$ cat config.mk
export PLATFORM = sky130hd
export DESIGN_NAME = addr_reader
export DESIGN_NICKNAME = d
export VERILOG_FILES = /design/src/rtl/addr_reader.sv
export SDC_FILE = /design/constraint.sdc
export NUM_CORES = 1
export LEC_CHECK = 0
export CAP_MARGIN = 15
export CORE_ASPECT_RATIO = 0.6
export CORE_MARGIN = 8
export CORE_UTILIZATION = 43
export DETAILED_ROUTE_END_ITERATION = 6
export PLACE_DENSITY_LB_ADDON = 0.08
export SLEW_MARGIN = 15
export SYNTH_ARGS = -nofsm -noshare
export SYNTH_HDL_FRONTEND = slang
export SYNTH_SLANG_ARGS = --single-unit
$ cat constraint.sdc
create_clock -name clk -period 2.4 [get_ports clk]
set_input_delay 0.6 -clock clk [delete_from_list [all_inputs] [get_ports clk]]
set_output_delay 0.6 -clock clk [all_outputs]
set_load 0.01 [all_outputs]
$ cat src/rtl/addr_reader.sv
// rtl/addr_reader.sv - buffer readout sequencer: one read per beat, valid/ready output handshake
//
// Reads `length` words (latched from wr_cnt_i on start_i) from a synchronous
// buffer with one-cycle read latency and presents them one at a time on a
// valid/ready output. Each beat walks ISSUE -> CAPTURE -> HOLD, so a beat
// costs three cycles when ready_i is held high.
//
// Parameters:
//   CNT_WIDTH  - address/count width
//   DATA_WIDTH - buffer word width
// Ports:
//   clk, rst           - clock, synchronous active-high reset
//   start_i            - one-cycle request to begin readout (ignored while busy)
//   wr_cnt_i           - number of entries to read
//   rd_en_o, rd_addr_o - buffer read strobe and address
//   rd_data_i          - buffer data, valid one cycle after rd_en_o
//   data_o, valid_o    - read-out word and its valid
//   ready_i            - downstream accepts data_o
//   busy_o             - readout in progress
//   done_o             - one-cycle end-of-readout pulse (clears the write counter)
//   last_o             - valid_o on the final beat; present only with
//                        macro ADDR_READER_LAST_EN defined
module addr_reader #(
    parameter int CNT_WIDTH  = 8,
    parameter int DATA_WIDTH = 32
) (
    input  logic                  clk,
    input  logic                  rst,
    input  logic                  start_i,
    input  logic [CNT_WIDTH-1:0]  wr_cnt_i,
    output logic                  rd_en_o,
    output logic [CNT_WIDTH-1:0]  rd_addr_o,
    input  logic [DATA_WIDTH-1:0] rd_data_i,
    output logic [DATA_WIDTH-1:0] data_o,
    output logic                  valid_o,
    input  logic                  ready_i,
    output logic                  busy_o,
    output logic                  done_o
`ifdef ADDR_READER_LAST_EN
    ,
    output logic                  last_o
`endif
);

    localparam logic [2:0] IDLE    = 3'd0;
    localparam logic [2:0] ISSUE   = 3'd1;
    localparam logic [2:0] CAPTURE = 3'd2;
    localparam logic [2:0] HOLD    = 3'd3;
    localparam logic [2:0] DONE    = 3'd4;

    localparam logic [CNT_WIDTH-1:0] CNT_ONE = {{(CNT_WIDTH-1){1'b0}}, 1'b1};

    logic [2:0]            state;
    logic [CNT_WIDTH-1:0]  addr;
    logic [CNT_WIDTH-1:0]  len;
    logic [DATA_WIDTH-1:0] data_q;
    logic                  is_last;

    // len is never 0 outside IDLE/DONE, so len-1 cannot underflow where it matters.
    assign is_last = (addr == (len - CNT_ONE));

    always_ff @(posedge clk) begin
        if (rst) begin
            state  <= IDLE;
            addr   <= '0;
            len    <= '0;
            data_q <= '0;
        end else begin
            case (state)
                IDLE: begin
                    if (start_i) begin
                        len   <= wr_cnt_i;
                        addr  <= '0;
                        state <= (wr_cnt_i == '0) ? DONE : ISSUE;
                    end
                end
                ISSUE: begin
                    state <= CAPTURE;
                end
                CAPTURE: begin
                    data_q <= rd_data_i;
                    state  <= HOLD;
                end
                HOLD: begin
                    if (ready_i) begin
                        if (is_last) begin
                            state <= DONE;
                        end else begin
                            addr  <= addr + CNT_ONE;
                            state <= ISSUE;
                        end
                    end
                end
                DONE: begin
                    state <= IDLE;
                end
                default: begin
                    state <= IDLE;
                end
            endcase
        end
    end

    // Status strobes are masked by rst so they read 0 while reset is held,
    // not only after the reset edge has been taken.
    assign rd_en_o   = (state == ISSUE) && !rst;
    assign valid_o   = (state == HOLD)  && !rst;
    assign busy_o    = (state != IDLE)  && !rst;
    assign done_o    = (state == DONE)  && !rst;
    assign rd_addr_o = addr;
    assign data_o    = data_q;

`ifdef ADDR_READER_LAST_EN
    assign last_o = valid_o && is_last;
`endif

endmodule

== Word-level counts from Yosys, hierarchy flattened ==
Cells that the tools add are included.

* Output and inout bits: 44
* Logic and storage cells: 35
* Register bits: 51

* Reductions and logical operators: 12
* Add/subtract/negate cells: 2
* Equal/unequal tests: 8
* Mux-type cells: 9

{| class="wikitable"
|+ Operators with widths
! kind !! number
|-
| 2-to-1 mux 8 bit || 3
|-
| case mux 8 bit (2 select lines) || 1
|-
| 2-to-1 mux 3 bit || 4
|-
| case mux 3 bit (4 select lines) || 1
|-
| adder 8 x 1 -> 8 bit (second input constant) || 1
|-
| == test 8 bit || 1
|-
| zero test 8 bit || 1
|-
| subtractor 8 x 1 -> 8 bit (second input constant) || 1
|-
| == test 3 x 2 -> 1 bit (second input constant) || 2
|-
| inequality test 2 bit (second input constant) || 3
|-
| logical AND 1 bit || 4
|-
| AND reduction 2 bit || 2
|-
| AND reduction 4 bit || 1
|-
| == test 3 x 1 -> 1 bit (second input constant) || 1
|-
| == test 3 bit (second input constant) || 1
|-
| zero test 3 bit || 1
|-
| nonzero test 3 bit || 1
|-
| nonzero test 2 bit || 1
|-
| zero test 1 bit || 1
|}

== Logic depth before layout (Yosys ltp) ==
Gate-level depths: netlist of the first run.

* Depth after elaboration: 5
* Mapped depth: 9
* Gate-level depth less buffers: 8

== Worst setup path after synthesis of the first run ==
OpenSTA, ideal clock, no wires.

* Path kind: register to register
* From: register len[0]
* To: register addr[4], in the netlist rd_addr_o[4]
* Clock period less this slack: 1906 ps
* Data required time: 2278 ps
* Arrival time: 1784 ps
* Cell stages (with the launch flop): 10
* Setup slack: 494 ps
* Buffers on the path: 1
* Setup time: 122 ps
* Path through: dfxtp_1 > inv_1 > ha_1 > xnor2_1 > nor2_1 > nand4_1 > nor4_4 > buf_6 > or3_1 > a21oi_1

* Cells in the longest elaborated chain, start to end: 4

{| class="wikitable"
|+ RTL lines
! item !! line !! RTL
|-
| start, declared || 55 || <nowiki>logic [CNT_WIDTH-1:0] len;</nowiki>
|-
| start signal, assigned || 72 || <nowiki>len <= wr_cnt_i;</nowiki>
|-
| subtractor 8 x 1 -> 8 bit || 60 || <nowiki>assign is_last = (addr == (len - CNT_ONE));</nowiki>
|-
| == test 8 bit || 60 ||
|-
| inequality test 2 bit (no line) || -- ||
|-
| AND reduction 4 bit (no line) || -- ||
|-
| end signal, assigned || 89 || <nowiki>addr <= addr + CNT_ONE;</nowiki>
|-
| end, declared || 54 || <nowiki>logic [CNT_WIDTH-1:0] addr;</nowiki>
|}

Every way passes these cells.
A chain may end at the register's enable or synchronous reset.

== Worst setup path in the final report of the first run ==
* From: register state[2]
* To: output busy_o

* Cells in the longest elaborated chain, start to end: 2

{| class="wikitable"
|+ RTL lines
! item !! line !! RTL
|-
| start, declared || 53 || <nowiki>logic [2:0] state;</nowiki>
|-
| start signal, assigned || 74 || <nowiki>state <= (wr_cnt_i == '0) ? DONE : ISSUE;</nowiki>
|-
| nonzero test 3 bit || 108 || <nowiki>assign busy_o = (state != IDLE) && !rst;</nowiki>
|-
| logical AND 1 bit || 108 ||
|-
| end, declared || 37 || <nowiki>output logic busy_o,</nowiki>
|}

Every way passes these cells.

==> summary.md, run 1 <==
| Metric | Value |
|---|---|
| Worst path cell trace | nor3_1, nor2_1, clkdlybuf4s50_1 |
| Clock latency on the worst-skew pair | 0.29 ns |
| Cell Area, Placed | 3210 µm² |
| Die Wd | 110 µm |
| Setup crit start kind | flop |
| Final #Nets | 424 |
| Post-Layout Cell Count | 445 |
| Full die area | 7910 µm² |
| Worst setup path class | flop to output pin |
| Power Density | 590 nW/µm² |
| Synth unique cells | 42 |
| Largest net degree at the start of global routing | 33 |
| Synth Instances | 291 |
| DRT iter0 DRCs | 116 |
| I/O Buffers | 87 |
| Final period util | 96.2% |
| Post-synth top area share | 45.2% |
| Sink Count | 51 |
| Status | finished clean |
| Total negative slack | 0 ns |
| Cell count after placement | 437 |
| Total wire length | 6770 µm |
| Async set-reset flop share out of synthesis | 0% |
| Syn Std Cell Area | 2260 µm² |
| Worst-path maximum fanout | 8 |
| DR WL/cell | 15.2 µm |
| Fraction of layout cells with a size suffix above 1 | 7.39% |
| Chip height | 72.2 µm |
| Top Ports | 88 |
| CTS tree | done |
| Top_reg_cell synth | dfxtp_1 |
| Post-route DRC | 0 |
| Via count | 2286 |
| First-pass GRT wire length | 10400 µm |
| GP Congestion | 0.914 |
| Relative slew slack | 68.6% |
| RSZ-0062 raised after global routing | no |
| Post-synth EDFFs | 0 |
| Syn Area/Cell | 7.77 µm² |
| Max_cap viols | 0 |
| Cell taking the most area after synthesis | dfxtp_1 |
| Max Slew Vio Count | 0 |
| Slowest CP cell | clkdlybuf4s50_1 |
| H-tree levels | 2 |
| Syn-to-layout area delta | 45.9% |
| Clock tree root driver cell | clkbuf_8 |
| Max Root-Sink Buffers | 2 |
| Via/cell ratio | 5.14 |
| Peak Freq | 0.433 GHz |
| Synth top area cells | dfxtp_1 45%, nand2_1 14%, a21oi_1 11% |
| Min Clock Period, post-route | 2.31 ns |
| Worst Path Arrival | 1.71 ns |
| Dpl hpwl | 5180 µm |
| Hold WC Path Type | flop to flop |
| Clock skew | 0.00486 ns |
| Inserted Clock Buffers | 5 |
| Initial antenna violation count | 0 |
| Yosys warning total | 0 |
| Crit-path max cell delay | 0.50 ns |
| Setup repair bufs after CTS | 0 |
| CP Buf/Inv Count | 1 |
| Final setup fails | 0 |
| Leak | 1.19 nW |
| Delay-heaviest family, CP | simple AND/OR/NAND/NOR gates |
| Gr usage total | 16.6% |
| Post-route cell area | 3300 µm² |
| Crit end category | output pin |
| Peak VDD IR | 0.268 mV |
| Initial Utilization | 44.7% |
| First-pass detailed-route iteration total | 4 |
| Post-synthesis register bit count | 51 |
| Sequential area share after synthesis | 45.2% |
| Req. time, crit path | 1.80 ns |
| Filler instances | 457 |
| Syn nets | 337 |
| Total gr overflow | 0 |
| Diodes inserted | 0 |
| Final antenna-violating net count | 0 |
| Vias in the first global route | 2067 |
| CORE AREA | 5050 µm² |
| Worst slew pin tran | 0.467 ns |
| Row count | 20 |
| Clk slew on worst S/H paths | 0.09 ns |
| Final hold violation count | 0 |
cell usage after synthesis, types with 2 or more instances:
library cell / count
o21ai_0: 3
nor4_1: 3
nand2_1: 87
a31oi_1: 2
ha_1: 2
o21ai_1: 3
dfxtp_1: 51
inv_1: 6
nor3_1: 4
or4_1: 3
and3_1: 3
nand2b_1: 2
a21oi_1: 49
nand3_1: 6
clkbuf_1: 13
buf_6: 2
o31ai_1: 3
xor2_1: 5
nand4_1: 5
xnor2_1: 5
nor2_1: 9
or3_1: 5
metal layers:
layer  wire, µm  global-route usage [%]
met1       3170                    24.0
met2       2750                    22.0
met3        832                    6.90
met4         19                    3.13
met5          0                       0
cell type report:
type	count	area, µm²	area share [%]
tap	66	82.6	2.50
clock inverter	2	12.5	0.379
sequential	51	1030	31.2
timing repair buffer	96	935	28.3
clock buffer	6	72.6	2.20
inverter	6	22.5	0.683
multi-input combinational	218	1150	34.7
what timing repair did:
| action | 4_1_cts | 5_1_grt |
|---|---|---|
| resized for setup | 5 | 1 |
| endpoints found under the setup margin | 2 | 1 |
| hold buffers | 0 | 0 |
path summary, 6_finish.rpt:
check | slack [ns] | cells after the start | to | start
max | 0.09 | 3 | busy_o | state[2]
min | 0.46 | 2 | data_o[23] | data_o[23]
max reg2reg | 0.17 | 9 | rd_addr_o[6] | len[0]
min reg2reg | 0.46 | 2 | data_o[23] | data_o[23]
worst reg2reg max path, delay by kind of cell, from the launching register on:
kind                       cells  cell delay [ns]
and+or+nand+nor                2             0.58
AOI/OAI and AO/OA              3             0.50
DFF                            1             0.42
buffers and inverters          2             0.26
adders and majority gates      1             0.26
xor gates and xnor gates       1             0.15
power by group:
part	switching, mW	total [mW]	internal, mW
clock network	0.282	0.487	0.205
registers	0.0489	0.956	0.908
logic	0.253	0.502	0.249
total	0.585	1.95	1.36
cells by family after synthesis:
group	share of synthesized area, %
AND/OR/NAND/NOR	28.6
XOR/XNOR	3.87
AO/OA/AOI/OAI	16.9
flip-flops	45.2
adder cells (fa/ha/maj)	1.11
buffers and inverters	4.37
placed cells by master, fill, tap and decap left out, types with 2 or more instances in the layout:
cell type and count:
nand2_1 87, clkdlybuf4s50_1 84, a21oi_1 49, dfxtp_1 49, nor2_1 9, buf_4 9, inv_1 6, nand3_1 6
or3_1 5, xnor2_1 5, nand4_1 5, xor2_1 5, clkbuf_8 5, and3_1 3, nor3_1 3, o31ai_1 3
o21ai_0 3, or4_1 3, o21ai_1 3, nor4_1 3, nor3_2 2, a31oi_1 2, nand2b_1 2, ha_1 2
dfxtp_4 2
flip-flops by register name, indices dropped and copies added (netlist names):
name,cells
data_o,32
len,8
rd_addr_o,8
state,3
through the flow:
step,power [mW],utilization [%],hold WS (ns),setup slack [ns]
after detailed placement,1.48,63.4,0.447,0.0888
after floorplan,1.24,-,0.461,0.494
after global routing,2.06,65.3,0.476,0.00372
after global placement,1.47,63.4,0.441,0.145
after CTS,1.96,65.2,0.460,0.00811
final,1.95,65.3,0.457,0.0921
No activity file was read; power rests on OpenSTA's default activity.
==> run 2, diff against run 1 <==
- CORE_MARGIN: 8 -> 4
==> run 2 against run 1 <==
  * Non-clock buffer count grew 1
  * Die area down 18%
  * Final cell count increased by 0.22%
  * First-iteration DRC count up 16%
  * Routed wire length decreased by 9.5%
  * Count of clock-buffer cells in the layout shrank 1
  * Worst hold slack about the same
  * Total power rose by 5.8%
  * Critical path depth is 1 higher
  * Sequential share of layout area fell by 0.39 points
  * Global-route usage up 2.4 points
==> summary.md, run 2 (synthesis gave the netlist of run 1 again) <==
| Metric | Value |
|---|---|
| CORE AREA | 5080 µm² (+0.49%) |
| Final #Nets | 425 (+0.24%) |
| Worst Path Arrival | 1.66 ns (-0.05 ns) |
| Max reg flops | 32 (unchanged) |
| Via count | 2292 (+0.26%) |
| Leak | 1.20 nW (+0.83%) |
| Peak Freq | 0.442 GHz (+2.1%) |
| Total negative slack | 0 ns (unchanged) |
| Min Clock Period, post-route | 2.26 ns (-0.0464 ns) |
| Clock skew | 0.0100 ns (+0.00516 ns) |
| DRT iter0 DRCs | 135 (+16%) |
| Setup crit start kind | primary input |
| Die Wd | 102 µm (-7.3%) |
| Max_cap viols | 0 (unchanged) |
| H-tree levels | 2 (unchanged) |
| Final antenna-violating net count | 0 (unchanged) |
| I/O Buffers | 87 (unchanged) |
| Total wire length | 6120 µm (-9.5%) |
| RR Endpoint | rd_addr_o[6] |
| Worst setup path class | primary input to output pin |
| Peak VDD IR | 0.265 mV (-1.3%) |
| Setup crit start | rst |
| Hold WC Path Type | flop to flop |
| Syn-to-layout area delta | 47.4% |
| Worst slew pin tran | 0.378 ns (-0.0891 ns) |
| Row count | 20 (unchanged) |
| FF-to-FF setup slack | 0.22 ns (+0.05 ns) |
| Diodes inserted | 0 (unchanged) |
| M2 GR Usage | 27.2% (+5.2 points) |
| DR WL/cell | 13.7 µm (-9.7%) |
| Most common cell after layout, fill and taps aside | nand2_1 |
| Post-route cell area | 3330 µm² (+1.0%) |
| Cell count after placement | 438 (+0.23%) |
| Relative slew slack | 74.8% (+6.1 points) |
| Chip height | 64.2 µm (-11%) |
| RSZ-0062 raised after global routing | no |
| Sink Count | 51 (unchanged) |
| Via/cell ratio | 5.14 (about the same) |
| Reg2Reg Depth | 9 (unchanged) |
| Met3 Use GR | 5.13% (-1.8 points) |
| Post-Layout Cell Count | 446 (+0.22%) |
| Max Root-Sink Buffers | 2 (unchanged) |
| CTS tree | done |
| Final period util | 94.2% (-1.9 points) |
| Worst hold slack | 0.457 ns (+0.000120 ns) |
| Gr usage total | 18.9% (+2.4 points) |
| Status | finished clean |
| Cell Area, Placed | 3210 µm² (+0.23%) |
| Full die area | 6520 µm² (-18%) |
| Req. time, crit path | 1.80 ns (about the same) |
| Commonest non-fill, non-tap cells in the layout | 87 x nand2_1, 84 x clkdlybuf4s50_1, 49 x a21oi_1, 49 x dfxtp_1, 10 x buf_4 |
| Post-route DRC | 0 (unchanged) |
| CTS Hold Bufs | 0 (unchanged) |
| GR peak layer | met1 |
| Max Slew Vio Count | 0 (unchanged) |
| Crit end category | output pin |
| Critical R2R Launch | len[0] |
| Final setup fails | 0 (unchanged) |
| Fraction of layout cells with a size suffix above 1 | 8.16% (+0.77 points) |
| Filler instances | 445 (-2.6%) |
| Total gr overflow | 0 (unchanged) |
| Vias in the first global route | 1993 (-3.6%) |
| Inserted Clock Buffers | 5 (unchanged) |
| CP Capture Point | rd_en_o |
| GP Congestion | 0.784 (-14%) |
| Clock latency on the worst-skew pair | 0.30 ns (about the same) |
| First-pass GRT wire length | 9800 µm (-5.6%) |
| Initial Utilization | 44.5% (-0.22 points) |
| Power Density | 618 nW/µm² (+4.8%) |
| Worst-path maximum fanout | 7 (-1) |
| First-pass detailed-route iteration total | 5 (+1) |
| Final hold violation count | 0 (unchanged) |
| Top Ports | 88 (unchanged) |
| GR Util met1 | 27.5% (+3.5 points) |
| Hold Path Cell Cnt | 2 (unchanged) |
| Clock tree root driver cell | clkbuf_8 |
| Initial antenna violation count | 0 (unchanged) |
| Dpl hpwl | 4580 µm (-12%) |
| Largest net degree at the start of global routing | 33 (unchanged) |
| Clk slew on worst S/H paths | 0.09 ns (about the same) |
## run 2: changes by cell type in the layout (fill, tap and decap cells not counted), sizes merged
cell / previous run / this run
buf: 10 / 11
bufinv: 0 / 1
clkbuf: 6 / 5
clkinv: 1 / 2
clkinvlp: 1 / 0
dlygate4sd2: 1 / 2
dlymetal6s2s: 1 / 0
## run 2: final cells by class
class / instances / area (µm²) / share of cell area (%)
Sequential cell: 51 / 1030 / 30.8
Clock buffer: 5 / 68.8 / 2.06
Tap cell: 66 / 82.6 / 2.48
Multi-Input combinational cell: 218 / 1150 / 34.5
Clock inverter: 3 / 43.8 / 1.31
Timing Repair Buffer: 97 / 938 / 28.2
Inverter: 6 / 22.5 / 0.676
## run 2: per-layer routing
layer | vias to the layer above | part of all wire (%)
met2 | 76 | 42
met5 | - | 0
met3 | 9 | 8.6
met4 | 0 | 1.3
met1 | 1041 | 49
li1 | 1166 | -
## run 2: metrics by stage
step	worst slack, ns	power (mW)	utilization [%]
6_report	0.139	2.06	65.6
5_1_grt	0.0444	2.18	65.6
4_1_cts	0.0499	2.08	65.5
3_5_place_dp	0.170	1.48	63.3
3_3_place_gp	0.169	1.47	63.3
2_1_floorplan	0.494	1.24	-
## run 2: critical path: stages
cell             delay [ns]
buf_2                  0.14
nor2_1                 0.17
and3_1                 0.20
clkdlybuf4s50_1        0.55
## run 2: power by group
part | internal [mW] | switching, mW
registers | 0.907 | 0.0480
logic | 0.252 | 0.253
clock network | 0.311 | 0.288
## run 2: timing repair
| action | in CTS | in global routing |
|---|---|---|
| buffers inserted | 0 | 0 |
| endpoints found under the setup margin | 2 | 1 |
| resized for setup | 5 | 1 |
## run 2: worst min path at each step
stage,startpoint,end
2_1_floorplan,len[6],len[6]
3_3_place_gp,data_o[26],data_o[26]
3_5_place_dp,data_o[22],data_o[22]
4_1_cts,data_o[22],data_o[22]
5_1_grt,data_o[30],data_o[30]
6_report,data_o[28],data_o[28]
==> run 3, diff against run 2 <==
- clock period: 2.4 -> 2.1 ns (I/O delays scaled with it)
==> run 3 against run 2 <==
  * Total power up 18%
  * Combinational power up 30%
  * Global-route usage increased by 2.2 points
  * Worst hold slack improved by 0.0016 ns
  * Critical path type is now flop to flop
  * Critical endpoint is now rd_addr_o[3]
  * Highest routed layer unchanged
==> summary.md, run 3 (synthesis gave the netlist of run 1 again) <==
| Metric | Value |
|---|---|
| Row count | 20 (unchanged) |
| Worst-path maximum fanout | 15 (+8) |
| Final period util | 95.7% |
| Cell count after placement | 456 (+4.1%) |
| Min Clock Period, post-route | 2.01 ns |
| Area of the multi-input gates | 1190 µm² (+3.2%) |
| Worst setup path class | flop to flop |
| Diodes inserted | 0 (unchanged) |
| Total wire length | 6690 µm (+9.3%) |
| CORE AREA | 5080 µm² (unchanged) |
| Post-route DRC | 0 (unchanged) |
| Final #Nets | 444 (+4.5%) |
| Chip height | 64.2 µm (unchanged) |
| Max_cap viols | 0 (unchanged) |
| Final hold violation count | 0 (unchanged) |
| CTS tree | done |
| Req. time, crit path | 2.35 ns (+0.55 ns) |
| Top Ports | 88 (unchanged) |
| Die Wd | 102 µm (unchanged) |
| Most common cell after layout, fill and taps aside | nand2_1 |
| Max reg flops | 32 (unchanged) |
| Status | finished clean |
| Worst Path Arrival | 2.26 ns (+0.60 ns) |
| Tot Pwr | 2.42 mW (+18%) |
| Hold WC Path Type | flop to flop |
| DRT iter0 DRCs | 135 (unchanged) |
| Post-Layout Cell Count | 465 (+4.3%) |
| Slowest CP cell | or4_1 |
| Setup crit start kind | flop |
| Sink Count | 51 (unchanged) |
| Fraction of layout cells with a size suffix above 1 | 14.8% (+6.6 points) |
| First-pass detailed-route iteration total | 4 (-1) |
| Clk slew on worst S/H paths | 0.10 ns (about the same) |
| Filler instances | 459 (+3.1%) |
| I/O Buffers | 87 (unchanged) |
| M2 GR Usage | 30.3% (+3.1 points) |
| GR peak layer | met1 |
| Commonest non-fill, non-tap cells in the layout | 87 x nand2_1, 82 x clkdlybuf4s50_1, 47 x a21oi_1 |
| Inserted Clock Buffers | 5 (unchanged) |
| Max Root-Sink Buffers | 2 (unchanged) |
| Initial antenna violation count | 0 (unchanged) |
| Peak Freq | 0.498 GHz |
| First-pass GRT wire length | 10800 µm (+10%) |
| Max Slew Vio Count | 0 (unchanged) |
| H-tree levels | 2 (unchanged) |
| Full die area | 6520 µm² (unchanged) |
| Met3 Use GR | 6.43% (+1.3 points) |
| Total gr overflow | 0 (unchanged) |
| Initial Utilization | 44.5% (unchanged) |
| DR WL/cell | 14.4 µm (+4.9%) |
| Worst slew pin tran | 0.334 ns (-0.0442 ns) |
| Total negative slack | 0 ns (unchanged) |
| Gr usage total | 21.1% (+2.2 points) |
| Leak | 1.33 nW (+11%) |
| Crit end category | flop |
| Final setup fails | 0 (unchanged) |
| Syn-to-layout area delta | 55.5% |
| Largest net degree at the start of global routing | 33 (unchanged) |
| Relative slew slack | 77.8% (+3.0 points) |
| Dpl hpwl | 5060 µm (+11%) |
| Clock tree root driver cell | clkbuf_8 |
| GR Util met1 | 30.6% (+3.1 points) |
| Vias in the first global route | 2215 (+11%) |
| Final antenna-violating net count | 0 (unchanged) |
| Worst path cell trace | inv_1, ha_4, xnor2_2, a22oi_1, o22ai_2, nor4_4, buf_4, or4_1, a21oi_2 |
| Power Density | 690 nW/µm² (+12%) |
| GP Congestion | 0.844 (+7.7%) |
| Peak VDD IR | 0.306 mV (+15%) |
| Clock skew | 0.00848 ns (-0.00154 ns) |
| Via count | 2342 (+2.2%) |
| Via/cell ratio | 5.04 (-2.0%) |
| FF/Latch Area | 1030 µm² (+0.12%) |
| RSZ-0062 raised after global routing | no |
| Clock latency on the worst-skew pair | 0.31 ns (about the same) |
| Crit-path max cell delay | 0.52 ns (-0.03 ns) |
==> run 3: report_power, final <==
group          leakage (nW)  switching [mW]  internal [mW]
clock network        0.0581           0.330          0.355
logic                 0.854           0.317          0.340
registers             0.417          0.0468           1.04
total                  1.33           0.694           1.73
==> run 3: metal layers <==
layer  vias to the layer above  part of all wire (%)  routed length (µm)
met1                      1056                    49                3300
met3                         5                   8.0                 537
met4                         0                  0.66                  44
met2                        76                    42                2810
li1                       1205                     -                   -
met5                         -                     0                   0
==> run 3: timing repair <==
action / CTS / global route
pin swaps: 1 / 6
setup endpoints to repair: 6 / 6
endpoints found under the hold margin: 0 / 0
gates resized for setup: 6 / 12
setup buffers: 0 / 1
hold buffers: 0 / 0
gates cloned: 0 / 0
==> run 3: cell type report <==
cell class              instances  share of cell area (%)
repair buffers                116                    30.8
multi-input cells             218                    33.8
inverters                       6                   0.641
clock buffers                   5                    1.96
flip-flops and latches         51                    29.2
clock inverters                 3                    1.25
well taps                      66                    2.35
==> run 3: final timing paths <==
check	start	to	slack, ns	depth (start not counted)
max	len[0]	rd_addr_o[3]	0.09	9
min	data_o[4]	data_o[4]	0.46	2
max reg2reg	len[0]	rd_addr_o[3]	0.09	9
min reg2reg	data_o[4]	data_o[4]	0.46	2
==> run 3: per-stage QoR <==
stage | worst slack [ns] | cell area [µm²] | utilization, % | hold slack (ns)
final | 0.0906 | 3510 | 69.2 | 0.459
after global routing | 0.00432 | 3510 | 69.2 | 0.472
after CTS | 0.0206 | 3470 | 68.2 | 0.459
after detailed placement | -0.00593 | 3350 | 65.9 | 0.446
after global placement | 0.0709 | 3350 | 65.9 | 0.440
after floorplan | 0.194 | 2260 | - | 0.461
==> run 3: critical path: cells and delay by family (launching register included) <==
family,cells,cell delay (ns)
xor gates and xnor gates,1,0.12
buffers and inverters,2,0.25
adders and majority gates,1,0.18
AOI/OAI and AO/OA,3,0.47
DFF,1,0.34
and+or+nand+nor,2,0.59
